==> src/rtl/adc_seq_pkg.sv <==
// Shared types and helpers for the multi-channel ADC sequencer.
// Holds the FSM state encoding, the fixed-width result record and the
// oversampling-exponent saturation helper.
package adc_seq_pkg;

   // Widest result fields carried by the result record; narrower
   // instances use the low bits only.
   localparam int RES_DATA_W_MAX = 16;
   localparam int RES_TAG_W_MAX  = 8;

   typedef enum logic [2:0] {
      ST_IDLE     = 3'd0,
      ST_SETTLE   = 3'd1,
      ST_PH_UPD   = 3'd2,
      ST_SOC      = 3'd3,
      ST_WAIT_EOC = 3'd4,
      ST_OUT      = 3'd5
   } seq_state_e;

   typedef struct packed {
      logic [RES_DATA_W_MAX-1:0] data;
      logic [RES_TAG_W_MAX-1:0]  ch;
      logic [RES_TAG_W_MAX-1:0]  phase;
      logic                      err;
   } seq_res_t;

   localparam seq_res_t RES_ZERO = '{data: 16'h0000, ch: 8'h00, phase: 8'h00, err: 1'b0};

   // Clamp a requested oversampling exponent to the largest supported one.
   function automatic logic [1:0] osr_sat(input logic [1:0] req, input int unsigned max_log2);
      logic [1:0] v;
      if (int'(req) > int'(max_log2)) begin
         v = 2'(max_log2);
      end else begin
         v = req;
      end
      return v;
   endfunction

endpackage

==> src/rtl/adc_seq_chan_pick.sv <==
// Combinational next-enabled-channel finder.
// With i_from_start set it returns the lowest set bit of i_mask; otherwise
// the lowest set bit strictly above i_cur. o_last is high when no such
// channel exists.
module adc_seq_chan_pick #(
   parameter int NUM_CH = 16,
   parameter int SEL_W  = 4
) (
   input  logic [NUM_CH-1:0] i_mask,
   input  logic [SEL_W-1:0]  i_cur,
   input  logic              i_from_start,
   output logic [SEL_W-1:0]  o_next,
   output logic              o_last
);

   // Scan from the top down so the lowest qualifying channel wins.
   always_comb begin
      o_next = {SEL_W{1'b0}};
      o_last = 1'b1;
      for (int i = NUM_CH - 1; i >= 0; i--) begin
         o_next = (i_mask[i] && (i_from_start || (i > int'(i_cur)))) ? SEL_W'(i) : o_next;
         o_last = (i_mask[i] && (i_from_start || (i > int'(i_cur)))) ? 1'b0 : o_last;
      end
   end

endmodule

==> src/rtl/adc_sequencer.sv <==
// Multi-channel ADC sequencer: walks enabled channels and phases, oversamples
// and averages conversions, and streams one tagged result per step.
// Optional feature: define ADC_SEQ_TIMEOUT_EN to abandon a step whose EOC does
// not arrive within TIMEOUT_CYC cycles (result flagged with res_err).
module adc_sequencer
   import adc_seq_pkg::*;
#(
   parameter int NUM_CH       = 16,
   parameter int NUM_PHASE    = 4,
   parameter int DATA_W       = 12,
   parameter int OSR_MAX_LOG2 = 3,
   parameter int SETTLE_W     = 6
`ifdef ADC_SEQ_TIMEOUT_EN
   ,parameter int TIMEOUT_CYC = 255
`endif
) (
   input  logic                          prim_clk,
   input  logic                          prim_rst,
   input  logic                          trig,
   input  logic [NUM_CH-1:0]             ch_en,
   input  logic [1:0]                    osr_log2,
   input  logic [SETTLE_W-1:0]           settle_cyc,
   input  logic                          ms_adc_eoc,
   input  logic [DATA_W-1:0]             ms_adc_data,
   output logic                          ms_adc_soc,
   output logic [$clog2(NUM_CH)-1:0]     ms_afe_sel,
   output logic [NUM_PHASE-1:0]          ms_afe_phase,
   output logic                          ms_afe_phase_update,
   output logic                          res_valid,
   input  logic                          res_ready,
   output logic [DATA_W-1:0]             res_data,
   output logic [$clog2(NUM_CH)-1:0]     res_ch,
   output logic [$clog2(NUM_PHASE)-1:0]  res_phase,
   output logic                          res_err,
   output logic                          busy,
   output logic                          round_done
);

   localparam int SEL_W = $clog2(NUM_CH);
   localparam int PH_W  = $clog2(NUM_PHASE);
   localparam int ACC_W = DATA_W + OSR_MAX_LOG2;
   localparam int CNT_W = OSR_MAX_LOG2 + 1;

   seq_state_e          r_state;
   seq_state_e          w_state_nxt;
   logic [NUM_CH-1:0]   r_ch_en;
   logic [1:0]          r_osr;
   logic [SETTLE_W-1:0] r_settle;
   logic [SETTLE_W-1:0] r_settle_cnt;
   logic [SEL_W-1:0]    r_sel;
   logic [SEL_W-1:0]    w_sel_nxt;
   logic [PH_W-1:0]     r_ph;
   logic [PH_W-1:0]     w_ph_nxt;
   logic [ACC_W-1:0]    r_acc;
   logic [ACC_W-1:0]    w_acc_sum;
   logic [CNT_W-1:0]    r_smp;
   logic [CNT_W-1:0]    w_smp_inc;
   logic [CNT_W-1:0]    w_smp_tgt;
   seq_res_t            r_res;
   logic                r_soc;
   logic                r_ph_upd;
   logic [NUM_PHASE-1:0] r_phase_oh;
   logic                r_res_valid;
   logic                r_busy;
   logic                r_done;
   logic                w_start;
   logic                w_round_end;
   logic                w_last_ph;
   logic                w_timeout;
   logic [NUM_CH-1:0]   w_pick_mask;
   logic                w_pick_start;
   logic [SEL_W-1:0]    w_pick_next;
   logic                w_pick_last;
   logic                w_res_unused;

   assign w_acc_sum    = r_acc + ACC_W'(ms_adc_data);
   assign w_smp_inc    = r_smp + CNT_W'(1);
   assign w_smp_tgt    = CNT_W'(1) << r_osr;
   assign w_last_ph    = (r_ph == PH_W'(NUM_PHASE - 1));
   assign w_pick_start = (r_state == ST_IDLE);
   assign w_pick_mask  = w_pick_start ? ch_en : r_ch_en;

   adc_seq_chan_pick #(
      .NUM_CH (NUM_CH),
      .SEL_W  (SEL_W)
   ) u_chan_pick (
      .i_mask       (w_pick_mask),
      .i_cur        (r_sel),
      .i_from_start (w_pick_start),
      .o_next       (w_pick_next),
      .o_last       (w_pick_last)
   );

`ifdef ADC_SEQ_TIMEOUT_EN
   localparam int TO_W = $clog2(TIMEOUT_CYC + 1);
   logic [TO_W-1:0] r_to_cnt;

   // Count consecutive WAIT_EOC cycles without an end-of-conversion.
   always_ff @(posedge prim_clk) begin
      if (prim_rst) begin
         r_to_cnt <= TO_W'(0);
      end else if ((r_state == ST_WAIT_EOC) && !ms_adc_eoc) begin
         r_to_cnt <= r_to_cnt + TO_W'(1);
      end else begin
         r_to_cnt <= TO_W'(0);
      end
   end

   assign w_timeout = (r_state == ST_WAIT_EOC) && (r_to_cnt == TO_W'(TIMEOUT_CYC - 1));
   assign res_err   = r_res.err;
`else
   assign w_timeout = 1'b0;
   assign res_err   = 1'b0;
`endif

   // FSM state register.
   always_ff @(posedge prim_clk) begin
      if (prim_rst) begin
         r_state <= ST_IDLE;
      end else begin
         r_state <= w_state_nxt;
      end
   end

   // Next-state, next channel/phase selection and round-control decisions.
   always_comb begin
      w_state_nxt = r_state;
      w_sel_nxt   = r_sel;
      w_ph_nxt    = r_ph;
      w_start     = 1'b0;
      w_round_end = 1'b0;
      case (r_state)
         ST_IDLE: begin
            if (trig && (|ch_en)) begin
               w_start     = 1'b1;
               w_sel_nxt   = w_pick_next;
               w_ph_nxt    = PH_W'(0);
               w_state_nxt = (settle_cyc == SETTLE_W'(0)) ? ST_PH_UPD : ST_SETTLE;
            end else begin
               w_state_nxt = ST_IDLE;
            end
         end
         ST_SETTLE: begin
            if (r_settle_cnt <= SETTLE_W'(1)) begin
               w_state_nxt = ST_PH_UPD;
            end else begin
               w_state_nxt = ST_SETTLE;
            end
         end
         ST_PH_UPD: begin
            w_state_nxt = ST_SOC;
         end
         ST_SOC: begin
            w_state_nxt = ST_WAIT_EOC;
         end
         ST_WAIT_EOC: begin
            if (ms_adc_eoc) begin
               w_state_nxt = (w_smp_inc < w_smp_tgt) ? ST_SOC : ST_OUT;
            end else if (w_timeout) begin
               w_state_nxt = ST_OUT;
            end else begin
               w_state_nxt = ST_WAIT_EOC;
            end
         end
         ST_OUT: begin
            if (res_ready) begin
               if (!w_last_ph) begin
                  w_ph_nxt    = r_ph + PH_W'(1);
                  w_state_nxt = ST_PH_UPD;
               end else if (!w_pick_last) begin
                  w_sel_nxt   = w_pick_next;
                  w_ph_nxt    = PH_W'(0);
                  w_state_nxt = (r_settle == SETTLE_W'(0)) ? ST_PH_UPD : ST_SETTLE;
               end else begin
                  w_round_end = 1'b1;
                  w_state_nxt = ST_IDLE;
               end
            end else begin
               w_state_nxt = ST_OUT;
            end
         end
         default: begin
            w_state_nxt = ST_IDLE;
         end
      endcase
   end

   // Datapath: configuration latch, settle counter, accumulator, result and registered strobes.
   always_ff @(posedge prim_clk) begin
      if (prim_rst) begin
         r_ch_en      <= {NUM_CH{1'b0}};
         r_osr        <= 2'd0;
         r_settle     <= SETTLE_W'(0);
         r_settle_cnt <= SETTLE_W'(0);
         r_sel        <= SEL_W'(0);
         r_ph         <= PH_W'(0);
         r_acc        <= ACC_W'(0);
         r_smp        <= CNT_W'(0);
         r_res        <= RES_ZERO;
         r_soc        <= 1'b0;
         r_ph_upd     <= 1'b0;
         r_phase_oh   <= {NUM_PHASE{1'b0}};
         r_res_valid  <= 1'b0;
         r_busy       <= 1'b0;
         r_done       <= 1'b0;
      end else begin
         r_sel       <= w_sel_nxt;
         r_ph        <= w_ph_nxt;
         r_busy      <= (w_state_nxt != ST_IDLE);
         r_soc       <= (w_state_nxt == ST_SOC);
         r_ph_upd    <= (w_state_nxt == ST_PH_UPD);
         r_res_valid <= (w_state_nxt == ST_OUT);
         r_done      <= w_round_end;
         if (w_state_nxt == ST_PH_UPD) begin
            r_phase_oh <= NUM_PHASE'(1'b1) << w_ph_nxt;
         end
         if (w_start) begin
            r_ch_en  <= ch_en;
            r_osr    <= osr_sat(osr_log2, OSR_MAX_LOG2);
            r_settle <= settle_cyc;
         end
         // Load the settle count on entry, then count down while settling.
         if ((w_state_nxt == ST_SETTLE) && (r_state != ST_SETTLE)) begin
            r_settle_cnt <= w_start ? settle_cyc : r_settle;
         end else if (r_state == ST_SETTLE) begin
            r_settle_cnt <= r_settle_cnt - SETTLE_W'(1);
         end
         if (r_state == ST_PH_UPD) begin
            r_acc <= ACC_W'(0);
            r_smp <= CNT_W'(0);
         end else if ((r_state == ST_WAIT_EOC) && ms_adc_eoc) begin
            r_acc <= w_acc_sum;
            r_smp <= w_smp_inc;
         end
         if ((r_state == ST_WAIT_EOC) && (w_state_nxt == ST_OUT)) begin
            if (ms_adc_eoc) begin
               r_res <= '{data:  RES_DATA_W_MAX'(DATA_W'(w_acc_sum >> r_osr)),
                          ch:    RES_TAG_W_MAX'(r_sel),
                          phase: RES_TAG_W_MAX'(r_ph),
                          err:   1'b0};
            end else begin
               r_res <= '{data:  {RES_DATA_W_MAX{1'b0}},
                          ch:    RES_TAG_W_MAX'(r_sel),
                          phase: RES_TAG_W_MAX'(r_ph),
                          err:   1'b1};
            end
         end
      end
   end

   // Pad bits of the fixed-width result record carry no information.
   assign w_res_unused = ^r_res;

   assign ms_adc_soc          = r_soc;
   assign ms_afe_sel          = r_sel;
   assign ms_afe_phase        = r_phase_oh;
   assign ms_afe_phase_update = r_ph_upd;
   assign res_valid           = r_res_valid;
   assign res_data            = r_res.data[DATA_W-1:0];
   assign res_ch              = r_res.ch[SEL_W-1:0];
   assign res_phase           = r_res.phase[PH_W-1:0];
   assign busy                = r_busy;
   assign round_done          = r_done;

endmodule

==> config.mk <==
export PLATFORM = sky130hd
export DESIGN_NAME = adc_sequencer
export DESIGN_NICKNAME = d
export VERILOG_FILES = /design/src/rtl/adc_seq_pkg.sv /design/src/rtl/adc_seq_chan_pick.sv /design/src/rtl/adc_sequencer.sv
export SDC_FILE = /design/constraint.sdc
export NUM_CORES = 1
export LEC_CHECK = 0
export CAP_MARGIN = 15
export CORE_ASPECT_RATIO = 0.5
export CORE_MARGIN = 10
export CORE_UTILIZATION = 50
export CTS_BUF_LIST = sky130_fd_sc_hd__clkbuf_2 sky130_fd_sc_hd__clkbuf_4 sky130_fd_sc_hd__clkbuf_8
export CTS_CLUSTER_SIZE = 12
export DETAILED_ROUTE_END_ITERATION = 8
export DONT_BUFFER_PORTS = 1
export PLACE_DENSITY = 0.63
export SYNTH_ARGS = -nofsm -noshare
export SYNTH_HDL_FRONTEND = slang
export SYNTH_SLANG_ARGS = --single-unit
==> constraint.sdc <==
create_clock -name prim_clk -period 4.71 [get_ports prim_clk]
set_input_delay 1.1775 -clock prim_clk [delete_from_list [all_inputs] [get_ports prim_clk]]
set_output_delay 1.1775 -clock prim_clk [all_outputs]
set_load 0.05 [all_outputs]
Yosys cells after proc, flatten, opt, wreduce, memory -nomap -nowiden
Index checks and enable logic that the tools add are counted.
{"block": "word_totals", "reg_bits": 85, "inputBits": 41, "output_inout_bits": 32, "elab_cells": 165}
{"block": "op_classes", "n_addsub": 4, "n_lt_le_gt_ge": 17, "eq_ne": 15, "shift": 3, "mux": 60, "n_bitwise": 3, "n_reduce_logical": 45}
{"op": "$mux W4", "n": 20}
{"op": "$gt A4 B4 Y1 const A", "n": 8}
{"op": "$mux W29", "n": 1}
{"op": "$logic_and A1 B1 Y1", "n": 20}
{"op": "$mux W2", "n": 10}
{"op": "$mux W1", "n": 19}
{"op": "$mux W6", "n": 3}
{"op": "$pmux W3 S6", "n": 1}
{"op": "$gt A3 B4 Y1 const A", "n": 4}
{"op": "$mux W16", "n": 1}
{"op": "$reduce_or A16 Y1", "n": 1}
{"op": "$add A15 B12 Y15", "n": 1}
{"op": "$logic_or A1 B1 Y1", "n": 15}
{"op": "$shr A15 B2 Y12", "n": 1}
{"op": "$eq A3 B2 Y1 const B", "n": 4}
{"op": "$logic_not A6 Y1", "n": 2}
{"op": "$eq A3 B3 Y1 const B", "n": 3}
{"op": "$mux W3", "n": 3}
{"op": "$gt A2 B4 Y1 const A", "n": 2}
{"op": "$ne A2 B2 Y1 const B", "n": 4}
{"op": "$pmux W4 S2", "n": 1}
{"op": "$shl A1 B2 Y4 const A", "n": 2}
{"op": "$eq A3 B1 Y1 const B", "n": 2}
{"op": "$le A6 B1 Y1 const B", "n": 1}
{"op": "other kinds (15)", "n": 18}

Longest topological paths before layout
{"block": "depth", "word_depth": 26, "ltp_mapped": 11, "mapped_depth_nobuf": 10}

By module
From an unflattened synthesis, not the netlist that was laid out.
{"block": "hier_totals", "cells_unflattened": 651, "area_unflattened_um2": 5452.7}
{"mod": "adc_sequencer", "instances": 1, "cells_each": 580, "area_per_inst_um2": 4919.7, "seq_area_each_um2": 1701.6}
{"mod": "adc_seq_chan_pick", "instances": 1, "cells_each": 71, "area_per_inst_um2": 533.0, "seq_area_each_um2": 0.0}

Worst setup path after synthesis
OpenSTA, ideal clock, no wires.
{"block": "synth_timing", "kind": "in2reg", "startpoint": "input ms_adc_data[0]", "endpoint": "register r_res, in the netlist res_data[10]", "setup_time_ps": 86, "t_arrival_ps": 3597, "required_time_ps": 4624, "path_slack_ps": 1028, "path_stages": 9, "path_buffers": 0, "cell_sequence": "ha_1 fa_1 a21o_1 a311oi_1 nor2_1 o31ai_1 xor2_1 mux4_2 a211oi_1"}
{"block": "synth_via", "elab_chain_len": 3}
{"element": "start, declared", "line_no": "adc_sequencer.sv:24", "rtl": "input logic [DATA_W-1:0] ms_adc_data,"}
{"element": "$add A15 B12 Y15", "line_no": "adc_sequencer.sv:76", "rtl": "assign w_acc_sum = r_acc + ACC_W'(ms_adc_data);"}
{"element": "$shr A15 B2 Y12", "line_no": "adc_sequencer.sv:237", "rtl": "r_res <= '{data: RES_DATA_W_MAX'(DATA_W'(w_acc_sum >> r_osr)),"}
{"element": "$mux W29", "line_no": "adc_sequencer.sv:236", "rtl": "if (ms_adc_eoc) begin"}
{"element": "end signal, assigned", "line_no": "adc_sequencer.sv:237"}
{"element": "end signal, assigned", "line_no": "adc_sequencer.sv:242", "rtl": "r_res <= '{data: {RES_DATA_W_MAX{1'b0}},"}
{"element": "end, declared", "line_no": "adc_sequencer.sv:59", "rtl": "seq_res_t r_res;"}
Every way passes these cells.
A chain may end at the register's enable or synchronous reset.

Worst setup path in the final report
Same ends and word-level chain as after synthesis.

==> impl_metrics.toml <==
[routing]
first_pass_iters = 4
vias = 4498
drt-initial-drc-count = 255
antenna_left = 0
viasPerCell = 5.75
wl_per_cell_um = 16.9
wirelength_um = 13200
drc = 0

[synthesis]
ys.flop_type = "dfxtp_1"
yosys.area.top_type_share = 0.327
synth.cell_area_um2 = 5140
synthSimpleGateAreaFrac = 0.256
syn_inst = 658
synth_top_family_by_area = "simple AND/OR/NAND/NOR gates"
async_flop_share = 0
synth.avg_cell_area_um2 = 7.81
yosysWarnings = 0
ys_ff_latch = 84
synth_edf_count = 0
synth_fa_ha_area_frac = 0.0502
yosysUniqueCellTypes = 67
synth.largest_area_cell = "dfxtp_1"
synth_xor_area_frac = 0.0341
synth_fp_nets = 719
synthTopCellsByArea = "dfxtp_1 33%, nand2_1 6.7%, a21oi_1 6.5%, ha_1 4.6%, nor2_1 4.5%"
synthMuxAreaShare = 0.0526
synth_compound_area_frac = 0.232
yosysSeqAreaShare = 0.327

[floorplan]
core-area_um2 = 10100
die_area_um2 = 15000
die_x_um = 163
rows = 26
io_pins = 73
die_y_um = 91.7
start_util = 0.508

[place]
hpwl_um = 9720
numPlacedInstances = 766
routabilityCongestion = 0.870
numPortBuffers = 0

[final_layout]
final_common_cell = "nand2_1"
fillers = 976
syn2layout_area_growth_pct = 5.38
mostFrequentLayoutCells = "92 x nand2_1, 84 x dfxtp_1, 67 x a21oi_1, 61 x nor2_1, 23 x o21ai_0"
drive_above_1_share = 0.0763
nets = 698
insertedDiodeCount = 0
final_cells = 782

[setup_path]
crit_start = "ms_adc_data[0]"
startpoint_type = "input pin"
timing.rr.end = "ms_afe_sel[1]$_SDFFE_PP0P_"
critPathKind = "in2reg"
rr_worst_depth = 8
worst_ep_arrival_time_ns = 3.88
cp.required_ns = 4.99
cp_max_fo = 5
r2r_slack_ns = 1.26
cp-endpoint = "res_data[10]$_SDFFE_PP0P_"
endpoint_kind = "flip-flop"
reg2reg_from = "ms_afe_sel[3]$_SDFFE_PP0P_"

[clock_network]
cts_setup_buffers = 0
cts_tree = "built"
cts_sinks = 84
clkTransAtPathRegs_ns = 0.09
cts_made_buffers = 9
clock_path_buffers = 2
htree_levels = 3
cts_hold_buf = 0
cts-resized-gates = 0
clk_latency_ns = 0.37
root_buffer = "clkbuf_8"

[global_routing]
grt_first_pass_wirelength_um = 22200
grt_overflow = 0
antenna_found_initial = 0
grt_pass1_vias = 4361
grt_max_degree = 71
grt_use_total = 0.179

[power_and_ir_drop]
p_int_mw = 1.46
swShare = 0.430
p_leak_nw = 2.03
p_switching_mw = 1.10
p_clk_frac = 0.208
power_density_nw_per_um2 = 473
seqPwrFrac = 0.389
peakVddDrop_mv = 0.193
comb_power_share = 0.403

[flow_run]
cap_viol_max_count = 0

[timing]
maxSlewHeadroom = 0.303
setup_viol = 0
period_minus_slack_ns = 3.59
fmax_ghz = 0.278
hold_viol = 0
max_slew.worst_pin.slew_ns = 1.04
final_max_slew_viol_count = 0
fin_hold_ws_ns = 0.454
skew_ns = 0.0108
rsz0062_at_grt = "no"
min_period_over_period = 0.763
final.setup.tns_ns = 0

[run_status]
run_status = "complete, no violations"

[hold_path]
hp-class = "reg2reg"
==> Yosys cell counts, types with 5 or more instances <==
master	n
dfxtp_1	84
nor2b_1	11
nand4_1	5
xor2_1	11
nand2b_1	16
o21ai_0	23
mux2_2	6
inv_1	19
o211ai_1	5
and3_1	5
nor3_1	21
a31oi_1	10
a311oi_1	5
clkbuf_1	31
a21oi_1	67
buf_2	5
mux2i_1	18
nand2_1	92
a21o_1	11
nand3_1	17
nor2_1	62
o22ai_1	7
xnor2_1	9
ha_1	19
or3_1	8
or4_1	7
o31ai_1	7
==> worst max-delay path, stage by stage <==
cell and delay [ns]:
ha_1 0.20, fa_1 0.41, a21o_1 0.21, a311oi_1 0.28, nor2_1 0.11, o31ai_1 0.56, xor2_1 0.21, mux4_2 0.51
a211oi_1 0.22
==> layer usage <==
layer,vias up,track usage,routed length [µm]
met4,0,0.0388,100
met3,12,0.0665,1020
met1,2097,0.222,6060
met2,81,0.289,6050
met5,-,0,0
li1,2308,-,-
==> worst min-delay path by stage <==
stage,from,cells after the start,slack (ns),endpoint
finish,r_ch_en[8]$_SDFFE_PP0P_,2,0.45,r_ch_en[8]$_SDFFE_PP0P_
detailed placement,r_ch_en[8]$_SDFFE_PP0P_,2,0.44,r_ch_en[8]$_SDFFE_PP0P_
floorplan,r_ch_en[9]$_SDFFE_PP0P_,2,0.43,r_ch_en[9]$_SDFFE_PP0P_
CTS,r_ch_en[8]$_SDFFE_PP0P_,2,0.46,r_ch_en[8]$_SDFFE_PP0P_
global placement,r_ch_en[8]$_SDFFE_PP0P_,2,0.44,r_ch_en[8]$_SDFFE_PP0P_
global route,r_ch_en[8]$_SDFFE_PP0P_,2,0.47,r_ch_en[8]$_SDFFE_PP0P_
==> cell type report <==
cell class / instances / area (µm²) / area share
multi-input cells: 514 / 3220 / 0.594
flip-flops and latches: 84 / 1680 / 0.311
well taps: 140 / 175 / 0.0324
clock buffers: 10 / 131 / 0.0243
clock inverters: 6 / 71.3 / 0.0132
inverters: 19 / 71.3 / 0.0132
repair buffers: 9 / 67.6 / 0.0125
==> power groups by stage <==
stage               clock [mW]  sequential [mW]  combinational, mW
floorplan                    0            0.956              0.858
global placement             0             1.01               1.02
detailed placement           0             1.01               1.03
CTS                      0.552            0.997               1.03
global route             0.583             1.02               1.16
finish                   0.531            0.996               1.03
==> flip-flops by register name, summed over array words and instances (netlist names) <==
name and cells:
r_acc 15, r_ch_en 15, res_data 12, r_settle 6, r_settle_cnt 6, ms_afe_phase 4, ms_afe_sel 4, r_smp 4
res_ch 4, r_state 3, r_osr 2, r_ph 2, res_phase 2, busy 1, ms_adc_soc 1, ms_afe_phase_update 1
res_valid 1, round_done 1
==> metrics by stage <==
step | area (µm²) | setup slack, ns | total power [mW] | util
final | 5410 | 1.12 | 2.56 | 0.535
after CTS | 5410 | 1.12 | 2.58 | 0.535
after floorplan | 5140 | 1.03 | 1.81 | -
after global placement | 5210 | 0.837 | 2.03 | 0.515
after detailed placement | 5210 | 0.739 | 2.04 | 0.515
after global routing | 5410 | 0.807 | 2.76 | 0.535
==> cell families after synthesis <==
logic type / count (synthesis)
mux: 25
compound gates: 177
buf+inv: 60
simple gates: 271
flops: 84
fa+ha+maj: 20
other cells: 1
xor+xnor: 20
Note: power is estimated with default switching activity, not from simulation.
